[src/rtl/calendar_input_pkg.sv]
// -----------------------------------------------------------------------------
// calendar_input_pkg
//   Shared types and constant helpers for the calendar input stage.
//   - key_state_t  : per-key debounce / auto-repeat FSM states
//   - ms_to_cycles : milliseconds -> clock cycles (integer division first)
//   - hz_to_cycles : rate in Hz -> period in clock cycles
//   - cnt_width    : bits needed to hold the value max_val
// -----------------------------------------------------------------------------
package calendar_input_pkg;

  typedef enum logic [2:0] {
    IDLE     = 3'd0,
    DB_PRESS = 3'd1,
    PRESSED  = 3'd2,
    REPEAT   = 3'd3,
    DB_REL   = 3'd4
  } key_state_t;

  function automatic int ms_to_cycles(input int clk_hz, input int ms);
    return clk_hz / 1000 * ms;
  endfunction

  function automatic int hz_to_cycles(input int clk_hz, input int hz);
    return clk_hz / hz;
  endfunction

  function automatic int cnt_width(input int max_val);
    return (max_val < 1) ? 1 : $clog2(max_val + 1);
  endfunction

endpackage

[src/rtl/key_channel.sv]
// -----------------------------------------------------------------------------
// key_channel
//   One push-button: 2-FF synchroniser, debounce FSM and (optionally) the
//   hold-to-repeat counter. Emits a one-cycle press pulse per accepted press
//   (and per repeat) plus the debounced pressed level.
//
//   Optional feature macro: KEY_AUTOREPEAT_EN (adds REPEAT state and counter).
//
//   Ports
//     clk    in   system clock, rising edge
//     rst    in   asynchronous, active-high reset
//     key_n  in   raw button, active-low, asynchronous to clk
//     press  out  one-cycle pulse per accepted press / repeat
//     held   out  debounced pressed level
// -----------------------------------------------------------------------------
module key_channel
  import calendar_input_pkg::*;
#(
  parameter int DB = 5
`ifdef KEY_AUTOREPEAT_EN
  ,
  parameter int RD = 20,
  parameter int RP = 10
`endif
) (
  input  logic clk,
  input  logic rst,
  input  logic key_n,
  output logic press,
  output logic held
);

  localparam int DB_W = cnt_width(DB);
  localparam logic [DB_W-1:0] DB_LAST = DB_W'(DB - 1);
`ifdef KEY_AUTOREPEAT_EN
  // One counter serves both the initial delay and the repeat period.
  localparam int RC_W = cnt_width((RD > RP) ? RD : RP);
  localparam logic [RC_W-1:0] RD_LAST = RC_W'(RD - 1);
  localparam logic [RC_W-1:0] RP_LAST = RC_W'(RP - 1);
`endif

  // Synchroniser resets to "released" so reset release never looks like a press.
  logic [1:0] sync_q;
  logic       s;

  // NOTE: clocked state uses non-blocking assignments so every flop samples
  // the pre-edge value of its neighbours, giving a true two-stage delay.
  always_ff @(posedge clk or posedge rst) begin
    if (rst) sync_q <= 2'b11;
    else     sync_q <= {sync_q[0], key_n};
  end

  assign s = ~sync_q[1];

  key_state_t      state_q, state_d;
  logic [DB_W-1:0] db_cnt_q, db_cnt_d;
`ifdef KEY_AUTOREPEAT_EN
  logic [RC_W-1:0] rep_cnt_q, rep_cnt_d;
  logic            from_rep_q, from_rep_d;  // DB_REL returns to REPEAT when set
`endif

  always_ff @(posedge clk or posedge rst) begin
    if (rst) begin
      state_q    <= IDLE;
      db_cnt_q   <= '0;
`ifdef KEY_AUTOREPEAT_EN
      rep_cnt_q  <= '0;
      from_rep_q <= 1'b0;
`endif
    end else begin
      state_q    <= state_d;
      db_cnt_q   <= db_cnt_d;
`ifdef KEY_AUTOREPEAT_EN
      rep_cnt_q  <= rep_cnt_d;
      from_rep_q <= from_rep_d;
`endif
    end
  end

  // NOTE: every output of this block gets a default first, so no path leaves
  // a signal unassigned and no latch is inferred.
  always_comb begin
    state_d    = state_q;
    db_cnt_d   = db_cnt_q;
    press      = 1'b0;
`ifdef KEY_AUTOREPEAT_EN
    rep_cnt_d  = rep_cnt_q;
    from_rep_d = from_rep_q;
`endif
    case (state_q)
      IDLE: begin
        if (s) begin
          state_d  = DB_PRESS;
          db_cnt_d = '0;
        end
      end

      DB_PRESS: begin
        if (!s) begin
          state_d = IDLE;
        end else if (db_cnt_q == DB_LAST) begin
          press   = 1'b1;
          state_d = PRESSED;
`ifdef KEY_AUTOREPEAT_EN
          rep_cnt_d = '0;
`endif
        end else begin
          db_cnt_d = db_cnt_q + DB_W'(1);
        end
      end

`ifdef KEY_AUTOREPEAT_EN
      // The repeat counter keeps running on the cycle release is first seen,
      // so a short glitch delays the repeat phase only by its DB_REL cycles.
      // At a terminal count with the key up, the count is held and the pulse
      // is issued on return if the key is down again.
      PRESSED, REPEAT: begin
        if (rep_cnt_q == ((state_q == PRESSED) ? RD_LAST : RP_LAST)) begin
          if (s) begin
            press     = 1'b1;
            state_d   = REPEAT;
            rep_cnt_d = '0;
          end
        end else begin
          rep_cnt_d = rep_cnt_q + RC_W'(1);
        end
        if (!s) begin
          state_d    = DB_REL;
          db_cnt_d   = '0;
          from_rep_d = (state_q == REPEAT);
        end
      end
`else
      PRESSED: begin
        if (!s) begin
          state_d  = DB_REL;
          db_cnt_d = '0;
        end
      end
`endif

      DB_REL: begin
        if (s) begin
`ifdef KEY_AUTOREPEAT_EN
          state_d = from_rep_q ? REPEAT : PRESSED;
`else
          state_d = PRESSED;
`endif
        end else if (db_cnt_q == DB_LAST) begin
          state_d = IDLE;
        end else begin
          db_cnt_d = db_cnt_q + DB_W'(1);
        end
      end

      default: state_d = IDLE;
    endcase
  end

  assign held = (state_q == PRESSED) || (state_q == REPEAT) || (state_q == DB_REL);

endmodule

[src/rtl/key_conditioner.sv]
// -----------------------------------------------------------------------------
// key_conditioner
//   Input conditioning for the calendar: debounced one-cycle press pulses per
//   push-button (with optional hold-to-repeat) and the 4 Hz / 1 Hz timebase
//   strobes plus the 2 Hz blink level.
//
//   Optional feature macro: KEY_AUTOREPEAT_EN (hold-to-repeat on every key).
//
//   Ports
//     CLOCK_50  in   system clock, rising edge
//     reset     in   asynchronous, active-high reset
//     key_n     in   [NKEYS] raw buttons, active-low
//     press     out  [NKEYS] one-cycle pulse per press / repeat
//     held      out  [NKEYS] debounced pressed level
//     tick_4hz  out  one-cycle strobe every CLK_HZ/4 cycles
//     tick_1hz  out  one-cycle strobe on every 4th tick_4hz
//     blink     out  toggles on each tick_4hz (2 Hz square wave)
// -----------------------------------------------------------------------------
module key_conditioner
  import calendar_input_pkg::*;
#(
  parameter int CLK_HZ          = 50_000_000,
  parameter int NKEYS           = 3,
  parameter int DEBOUNCE_MS     = 20,
  parameter int REPEAT_DELAY_MS = 500,
  parameter int REPEAT_RATE_HZ  = 8
) (
  input  logic             CLOCK_50,
  input  logic             reset,
  input  logic [NKEYS-1:0] key_n,
  output logic [NKEYS-1:0] press,
  output logic [NKEYS-1:0] held,
  output logic             tick_4hz,
  output logic             tick_1hz,
  output logic             blink
);

  localparam int DB = ms_to_cycles(CLK_HZ, DEBOUNCE_MS);
`ifdef KEY_AUTOREPEAT_EN
  localparam int RD = ms_to_cycles(CLK_HZ, REPEAT_DELAY_MS);
  localparam int RP = hz_to_cycles(CLK_HZ, REPEAT_RATE_HZ);
`else
  // Repeat timing has no effect without auto-repeat; it is folded into a
  // deliberately unused constant so the parameter list stays identical.
  localparam int unused_repeat_cfg = REPEAT_DELAY_MS + REPEAT_RATE_HZ;
`endif
  localparam int Q = hz_to_cycles(CLK_HZ, 4);
  localparam int Q_W = cnt_width(Q);
  localparam logic [Q_W-1:0] Q_LAST = Q_W'(Q - 1);

  for (genvar k = 0; k < NKEYS; k++) begin : g_key
    key_channel #(
      .DB(DB)
`ifdef KEY_AUTOREPEAT_EN
      ,
      .RD(RD),
      .RP(RP)
`endif
    ) u_channel (
      .clk  (CLOCK_50),
      .rst  (reset),
      .key_n(key_n[k]),
      .press(press[k]),
      .held (held[k])
    );
  end

  // Timebase: tick_4hz and blink are registered from the terminal count, so
  // both change on the edge that ends divider cycle Q-1.
  logic [Q_W-1:0] div_q;
  logic [1:0]     quarter_q;

  always_ff @(posedge CLOCK_50 or posedge reset) begin
    if (reset) begin
      div_q     <= '0;
      quarter_q <= '0;
      tick_4hz  <= 1'b0;
      blink     <= 1'b0;
    end else begin
      if (div_q == Q_LAST) begin
        div_q <= '0;
        blink <= ~blink;
      end else begin
        div_q <= div_q + Q_W'(1);
      end
      tick_4hz <= (div_q == Q_LAST);
      if (tick_4hz) quarter_q <= quarter_q + 2'd1;
    end
  end

  assign tick_1hz = tick_4hz && (quarter_q == 2'd3);

endmodule

[config.mk]
export PLATFORM = sky130hd
export DESIGN_NAME = key_conditioner
export DESIGN_NICKNAME = d
export VERILOG_FILES = /design/src/rtl/calendar_input_pkg.sv /design/src/rtl/key_channel.sv /design/src/rtl/key_conditioner.sv
export SDC_FILE = /design/constraint.sdc
export NUM_CORES = 1
export LEC_CHECK = 0
export CELL_PAD_IN_SITES_DETAIL_PLACEMENT = 1
export CELL_PAD_IN_SITES_GLOBAL_PLACEMENT = 1
export CORE_MARGIN = 5
export CORE_UTILIZATION = 25
export CTS_CLUSTER_SIZE = 25
export DETAILED_ROUTE_END_ITERATION = 7
export GPL_TIMING_DRIVEN = 1
export PLACE_DENSITY = 0.49
export SLEW_MARGIN = 10
export SYNTH_ARGS = -nofsm -noshare
export SYNTH_HDL_FRONTEND = slang
export SYNTH_HIERARCHICAL = 1
export SYNTH_SLANG_ARGS = --single-unit
[constraint.sdc]
create_clock -name CLOCK_50 -period 3.9 [get_ports CLOCK_50]
set_clock_uncertainty 0.1 [all_clocks]
set_input_delay 1.17 -clock CLOCK_50 [delete_from_list [all_inputs] [get_ports CLOCK_50]]
set_output_delay 1.17 -clock CLOCK_50 [all_outputs]
set_load 0.1 [all_outputs]
==> flow_metrics.tcl, run 1 <==
set metrics [dict create \
    tritoncts "yes" \
    ctsHoldBuffers 0 \
    power.total_mw 2.261 \
    fmax_mhz 275.8 \
    dp_cells 934 \
    drc 0 \
    netlist_area_um2 5823 \
    fin_cells 950 \
    hold_slack_ns 0.2491 \
    grt.overflow.total 0 \
    crit_path_start_kind "flop" \
    finalSetupTns_ns 0 \
    grt_antenna_before_repair 0 \
    use_met1_pct 15.51 \
    grt_pass1_vias 5278 \
    synth_edf_count 0 \
    wirelength_mm 15.57 \
    status "finished clean" \
    cts_setup_buffers 0 \
    clock_latency_ns 0.35 \
    synthFlopType "dfrtp_1" \
    setup_viol 0 \
    crit_end "press[2]" \
    top_usage_layer "met2" \
    leakage_nw 2.597 \
    cp_max_fo 6 \
    slew_headroom_pct 32.99 \
    grt_pass1_wl_mm 26.86 \
    die_w_um 162.6 \
    gp_congestion 0.7528 \
    cts_resized 0 \
    cts_sinks 103 \
    crit_path_start "g_key[2].u_channel/db_cnt_q[6]" \
    r2r-start "g_key[0].u_channel/db_cnt_q[0]" \
    std_cell_rows 55 \
    nets 642 \
    rsz0062_at_grt "no" \
    use_met3_pct 1.721 \
    num_vias 4898 \
    grt_util_all_layers_pct 12.34 \
    syn_nets 637 \
    syn_avg_cell_area_um2 9.287 \
    hp-class "reg2reg" \
    die_h_um 162.6 \
    worstSetupEndpointType "output pin" \
    fin_crit_sh_pct 92.99 \
    async_flop_share_pct 100.0 \
    dr.pass1.iters 4 \
    fillers 2616 \
    path_class "reg2out" \
    rr_endpoint "g_key[0].u_channel/db_cnt_q[14]" \
    ant_nets 0 \
    grt_util_met2_pct 21.73 \
    syn_inst 627 \
    power.density_nw_per_um2 342.9 \
    cts_buffer_depth 2 \
    start_util_pct 25.56 \
    cap_violations 0 \
    synth_seq_cells 103 \
    r2r_cells 6 \
    die-area_um2 26450 \
    slew_violations 0 \
    crit_required_ns 2.63 \
    yosys_warnings 6 \
    ys_types 74 \
    drt_iter0_drc 169 \
    period_needed_ns 3.626 \
    post-dp-hpwl_mm 10.80 \
    yosysSeqAreaShare_pct 44.39 \
    worst_pin_slew_ns 0.9985 \
    drive_above_1_share_pct 11.30 \
    antenna_cells 0 \
    vdd_drop_max_mv 0.1926 \
    cts_buffers 9 \
    coreArea_um2 22780 \
    htree_levels 3 \
    ff2ff_setup_slack_ns 1.30 \
    critPathArrivalTime_ns 2.36 \
    viasPerCell 5.156 \
    cts-root-buf "clkbuf_16" \
    synthToLayoutAreaGrowth_pct 13.26 \
    design.portCount 14 \
    timing_hold_violations_final 0 \
    path_clk_slew_ns 0.08 \
    wl_per_cell_um 16.39 \
    io_buffers 13 \
    grt_max_degree 29 \
]
area by class of cell:
| class | instances | area [µm²] | share of cell area [%] |
|---|---|---|---|
| Sequential cell | 103 | 2585 | 39.20 |
| Clock buffer | 10 | 239.0 | 3.624 |
| Inverter | 18 | 67.56 | 1.024 |
| Timing Repair Buffer | 20 | 197.7 | 2.998 |
| Clock inverter | 6 | 91.34 | 1.385 |
| Tap cell | 313 | 391.6 | 5.938 |
| Multi-Input combinational cell | 480 | 3023 | 45.84 |
critical path, stage by stage, from the launching register on:
cell	delay [ns]
dfrtp_1	0.44
or4b_2	0.67
nor4_1	0.26
and3_1	0.23
nand2_1	0.07
nor2_2	0.14
buf_12	0.19
through the flow:
| step | utilization [%] | area [µm²] | setup WS [ns] |
|---|---|---|---|
| floorplan | - | 5828 | 0.3272 |
| CTS | 28.95 | 6595 | 0.2435 |
| global route | 28.95 | 6595 | 0.1000 |
| global placement | 27.50 | 6265 | 0.6803 |
| detailed placement | 27.50 | 6265 | 0.6298 |
| finish | 28.95 | 6595 | 0.2736 |
flip-flops by register name (all words and copies together), names as in the netlist:
signal / count
g_key.u_channel/db_cnt_q: 60
div_q: 24
g_key.u_channel/state_q: 9
g_key.u_channel/sync_q: 6
quarter_q: 2
blink: 1
tick_4hz: 1
kinds of logic (layout without fill, tap and decap cells):
kind of cell,Yosys count,after routing,synth area share (%)
DFF,103,103,44.39
AOI/OAI and AO/OA,169,169,18.76
and+or+nand+nor,282,282,28.30
adders and majority gates,5,5,1.074
buffers and inverters,44,54,3.782
muxes,3,3,0.5372
xor gates and xnor gates,21,21,3.159
per-layer routing:
layer | wire (µm) | vias to the layer above
met2 | 7715 | 29
met5 | 0 | -
li1 | - | 2356
met3 | 239 | 10
met1 | 7422 | 2503
met4 | 195 | 0
where the power goes:
part | total [mW] | internal, mW | leakage [nW] | switching (mW)
clock | 1.03 | 0.586 | 0.163 | 0.444
combinational | 0.116 | 0.0365 | 1.04 | 0.0798
sequential | 1.11 | 1.09 | 1.39 | 0.0280
layout by cell type (no fill, tap or decap), types with 8 or more instances in the layout:
| cell | Yosys | layout |
|---|---|---|
| nand2b_1 | 12 | 12 |
| and4_1 | 8 | 8 |
| nand4_1 | 13 | 13 |
| buf_4 | 6 | 13 |
| a21oi_1 | 27 | 27 |
| xor2_1 | 13 | 13 |
| nand2_1 | 58 | 58 |
| nor2b_1 | 8 | 8 |
| nor3_1 | 15 | 15 |
| and2_1 | 11 | 11 |
| clkbuf_16 | 0 | 9 |
| or3_1 | 11 | 11 |
| inv_1 | 16 | 16 |
| o21ai_0 | 56 | 54 |
| nand3_1 | 34 | 34 |
| dfrtp_1 | 97 | 97 |
| xnor2_1 | 8 | 8 |
| o31ai_1 | 25 | 25 |
| a31oi_1 | 20 | 20 |
| or4_1 | 8 | 8 |
| nor2_1 | 49 | 47 |
cells in the mapped netlist (4+ instances only):
| master | number | area (µm²) |
|---|---|---|
| or4_1 | 8 | 60.06 |
| a31oi_1 | 20 | 125.1 |
| and4_1 | 8 | 70.07 |
| buf_1 | 4 | 15.01 |
| nor3b_1 | 4 | 30.03 |
| xnor2_1 | 8 | 70.07 |
| nor3_1 | 15 | 75.07 |
| a21oi_1 | 27 | 135.1 |
| inv_1 | 16 | 60.06 |
| or3_1 | 11 | 68.82 |
| or4b_2 | 4 | 40.04 |
| o41ai_1 | 6 | 52.55 |
| o211ai_1 | 4 | 30.03 |
| nor2b_1 | 8 | 50.05 |
| a41oi_1 | 6 | 52.55 |
| xor2_1 | 13 | 113.9 |
| nand4bb_1 | 4 | 45.04 |
| nand2b_1 | 12 | 75.07 |
| and2_1 | 11 | 68.82 |
| buf_6 | 4 | 45.04 |
| clkbuf_1 | 10 | 37.54 |
| nand2_1 | 58 | 217.7 |
| buf_4 | 6 | 45.04 |
| nand3_1 | 34 | 170.2 |
| o21ai_0 | 56 | 280.3 |
| ha_1 | 5 | 62.56 |
| or4b_1 | 4 | 40.04 |
| o31ai_1 | 25 | 187.7 |
| a211o_1 | 4 | 35.03 |
| dfrtp_1 | 97 | 2427 |
| dfstp_2 | 6 | 157.7 |
| nor4_1 | 6 | 37.54 |
| nor2_1 | 49 | 183.9 |
| nand4_1 | 13 | 81.33 |
worst min path at each step:
| stage | from | slack [ns] | cells after the start | end |
|---|---|---|---|---|
| 3_3_place_gp | g_key[2].u_channel/sync_q[0] | 0.25 | 0 | g_key[2].u_channel/sync_q[1] |
| 5_1_grt | g_key[1].u_channel/sync_q[0] | 0.26 | 0 | g_key[1].u_channel/sync_q[1] |
| 3_5_place_dp | g_key[0].u_channel/sync_q[0] | 0.25 | 0 | g_key[0].u_channel/sync_q[1] |
| 2_1_floorplan | g_key[0].u_channel/sync_q[0] | 0.25 | 0 | g_key[0].u_channel/sync_q[1] |
| 6_report | g_key[1].u_channel/sync_q[0] | 0.25 | 0 | g_key[1].u_channel/sync_q[1] |
| 4_1_cts | g_key[1].u_channel/sync_q[0] | 0.26 | 0 | g_key[1].u_channel/sync_q[1] |
Note: power is estimated with default switching activity, not from simulation.
==> run 2: changes to the inputs <==
Settings changed: CORE_UTILIZATION 25 to 40, GPL_ROUTABILITY_DRIVEN set to 0, PLACE_DENSITY 0.49 to 0.7.
==> run 2 against run 1 <==
Effect of this change:
- flip-flop and latch count is the same
- critical path depth did not move
- routed wire length decreased by 7.2%
- combinational power barely moved
- non-clock buffer count shrank 1
- hold slack improved by 0.0081 ns
- critical endpoint is now press[1]
==> flow_metrics.tcl, run 2 (synthesis gave the netlist of run 1 again) <==
set metrics [dict create \
    dp_cells 804 \
    fillers 1691 \
    vdd_drop_max_mv 0.2248 \
    std_cell_rows 44 \
    power_switching_mw 0.5046 \
    cts_setup_buffers 0 \
    fin_crit_sh_pct 92.24 \
    p_sw_share_pct 23.55 \
    wirelength_mm 14.45 \
    clkPwrFrac_pct 42.6 \
    ant_nets 0 \
    fin_cells 819 \
    grt_pass1_wl_mm 25.78 \
    power.density_nw_per_um2 335.4 \
    period_needed_ns 3.597 \
    power_frac_seq_pct 52.1 \
    rsz0062_at_grt "no" \
    io_buffers 13 \
    drc 0 \
    critPathArrivalTime_ns 2.33 \
    largest_reg_flops 60 \
    crit_path_start_kind "flop" \
    die_h_um 130.7 \
    cap_violations 0 \
    post-dp-hpwl_mm 10.01 \
    dr_wl_met3_um 251 \
    path_clk_slew_ns 0.07 \
    pwr-share-comb_pct 5.4 \
    nets 641 \
    htree_levels 3 \
    final_cell_mix "dfrtp_1, nand2_1, o21ai_0" \
    viasPerCell 5.842 \
    design.portCount 14 \
    final_common_cell "dfrtp_1" \
    antenna_cells 0 \
    grt_util_all_layers_pct 18.49 \
    dr.pass1.iters 4 \
    setup_viol 0 \
    top_layer_used "met4" \
    cts-root-buf "clkbuf_16" \
    largest-register "g_key.u_channel/db_cnt_q" \
    met1_length_mm 6.774 \
    leakage_nw 2.570 \
    p_int_mw 1.638 \
    status "finished clean" \
    path_class "reg2out" \
    worstSetupEndpointType "output pin" \
    drt_iter0_drc 302 \
    grt.overflow.total 0 \
    cts_buffers 9 \
    finalSetupTns_ns 0 \
    cts_buffer_depth 2 \
    fmax_mhz 278.0 \
    slew_headroom_pct 38.42 \
    drive_above_1_share_pct 10.71 \
    num_vias 4785 \
    postPlaceCellArea_um2 6096 \
    power.total_mw 2.142 \
    tritoncts "yes" \
    cts_sinks 103 \
    clock_latency_ns 0.35 \
    wl_per_cell_um 17.64 \
    reg_top3 "g_key.u_channel/db_cnt_q (60), div_q (24), g_key.u_channel/state_q (9)" \
    die_w_um 130.7 \
    start_util_pct 40.37 \
    cts_resized 0 \
    cp_max_fo 6 \
    hp-class "reg2reg" \
    coreArea_um2 14420 \
    crit_required_ns 2.63 \
    grt_pass1_vias 5148 \
    synthToLayoutAreaGrowth_pct 9.669 \
    grt_antenna_before_repair 0 \
    ctsHoldBuffers 0 \
    wl_met2_mm 7.288 \
    timing_hold_violations_final 0 \
    worst_pin_slew_ns 0.9176 \
    design_area_um2 6386 \
    grt_max_degree 29 \
    die-area_um2 17070 \
    slew_violations 0 \
]
run 2: stage by stage:
step           hold WS, ns  setup slack, ns  util (%)
2_1_floorplan       0.2452           0.3272         -
4_1_cts             0.2590           0.2842     44.27
6_report            0.2572           0.3028     44.27
3_5_place_dp        0.2482           0.6689     42.26
3_3_place_gp        0.2455           0.6974     42.26
5_1_grt             0.2600           0.1621     44.27
run 2: routing by layer:
layer / GRT usage, % / up-vias
met3: 3.902 / 9
met1: 24.60 / 2417
li1: - / 2336
met4: 4.295 / 0
met2: 31.07 / 23
met5: 0 / -
run 2: worst paths after layout:
kind	from	endpoint	slack, ns	cells past startpoint
max	g_key[1].u_channel/db_cnt_q[6]	press[1]	0.30	6
min	g_key[1].u_channel/sync_q[0]	g_key[1].u_channel/sync_q[1]	0.26	0
max reg2reg	g_key[0].u_channel/db_cnt_q[0]	g_key[0].u_channel/db_cnt_q[8]	1.42	6
min reg2reg	g_key[1].u_channel/sync_q[0]	g_key[1].u_channel/sync_q[1]	0.26	0
max in group asynchronous	reset	g_key[0].u_channel/sync_q[1]	2.18	3
min in group asynchronous	reset	g_key[1].u_channel/db_cnt_q[17]	1.21	3
run 2: worst max-delay path, stage by stage (launching register included):
cell and delay, ns:
dfrtp_1 0.43, or4b_2 0.68, nor4_1 0.26, and3_1 0.21, nand2_1 0.07, nor2_2 0.14
buf_12 0.19
run 2: area by class of cell:
cell class              instances  area (µm²)  share of cell area, %
clock buffers                  12       246.5                  3.860
clock inverters                 3       43.79                 0.6857
inverters                      18       67.56                  1.058
multi-input cells             480        3023                  47.34
flip-flops and latches        103        2585                  40.48
well taps                     184       230.2                  3.605
repair buffers                 19       190.2                  2.978
run 2: power by group through the flow:
stage | logic, mW | registers [mW] | clock network [mW]
2_1_floorplan | 0.0879 | 1.13 | 0
3_3_place_gp | 0.113 | 1.13 | 0
3_5_place_dp | 0.118 | 1.14 | 0
4_1_cts | 0.118 | 1.11 | 0.951
5_1_grt | 0.132 | 1.12 | 0.997
6_report | 0.115 | 1.12 | 0.912
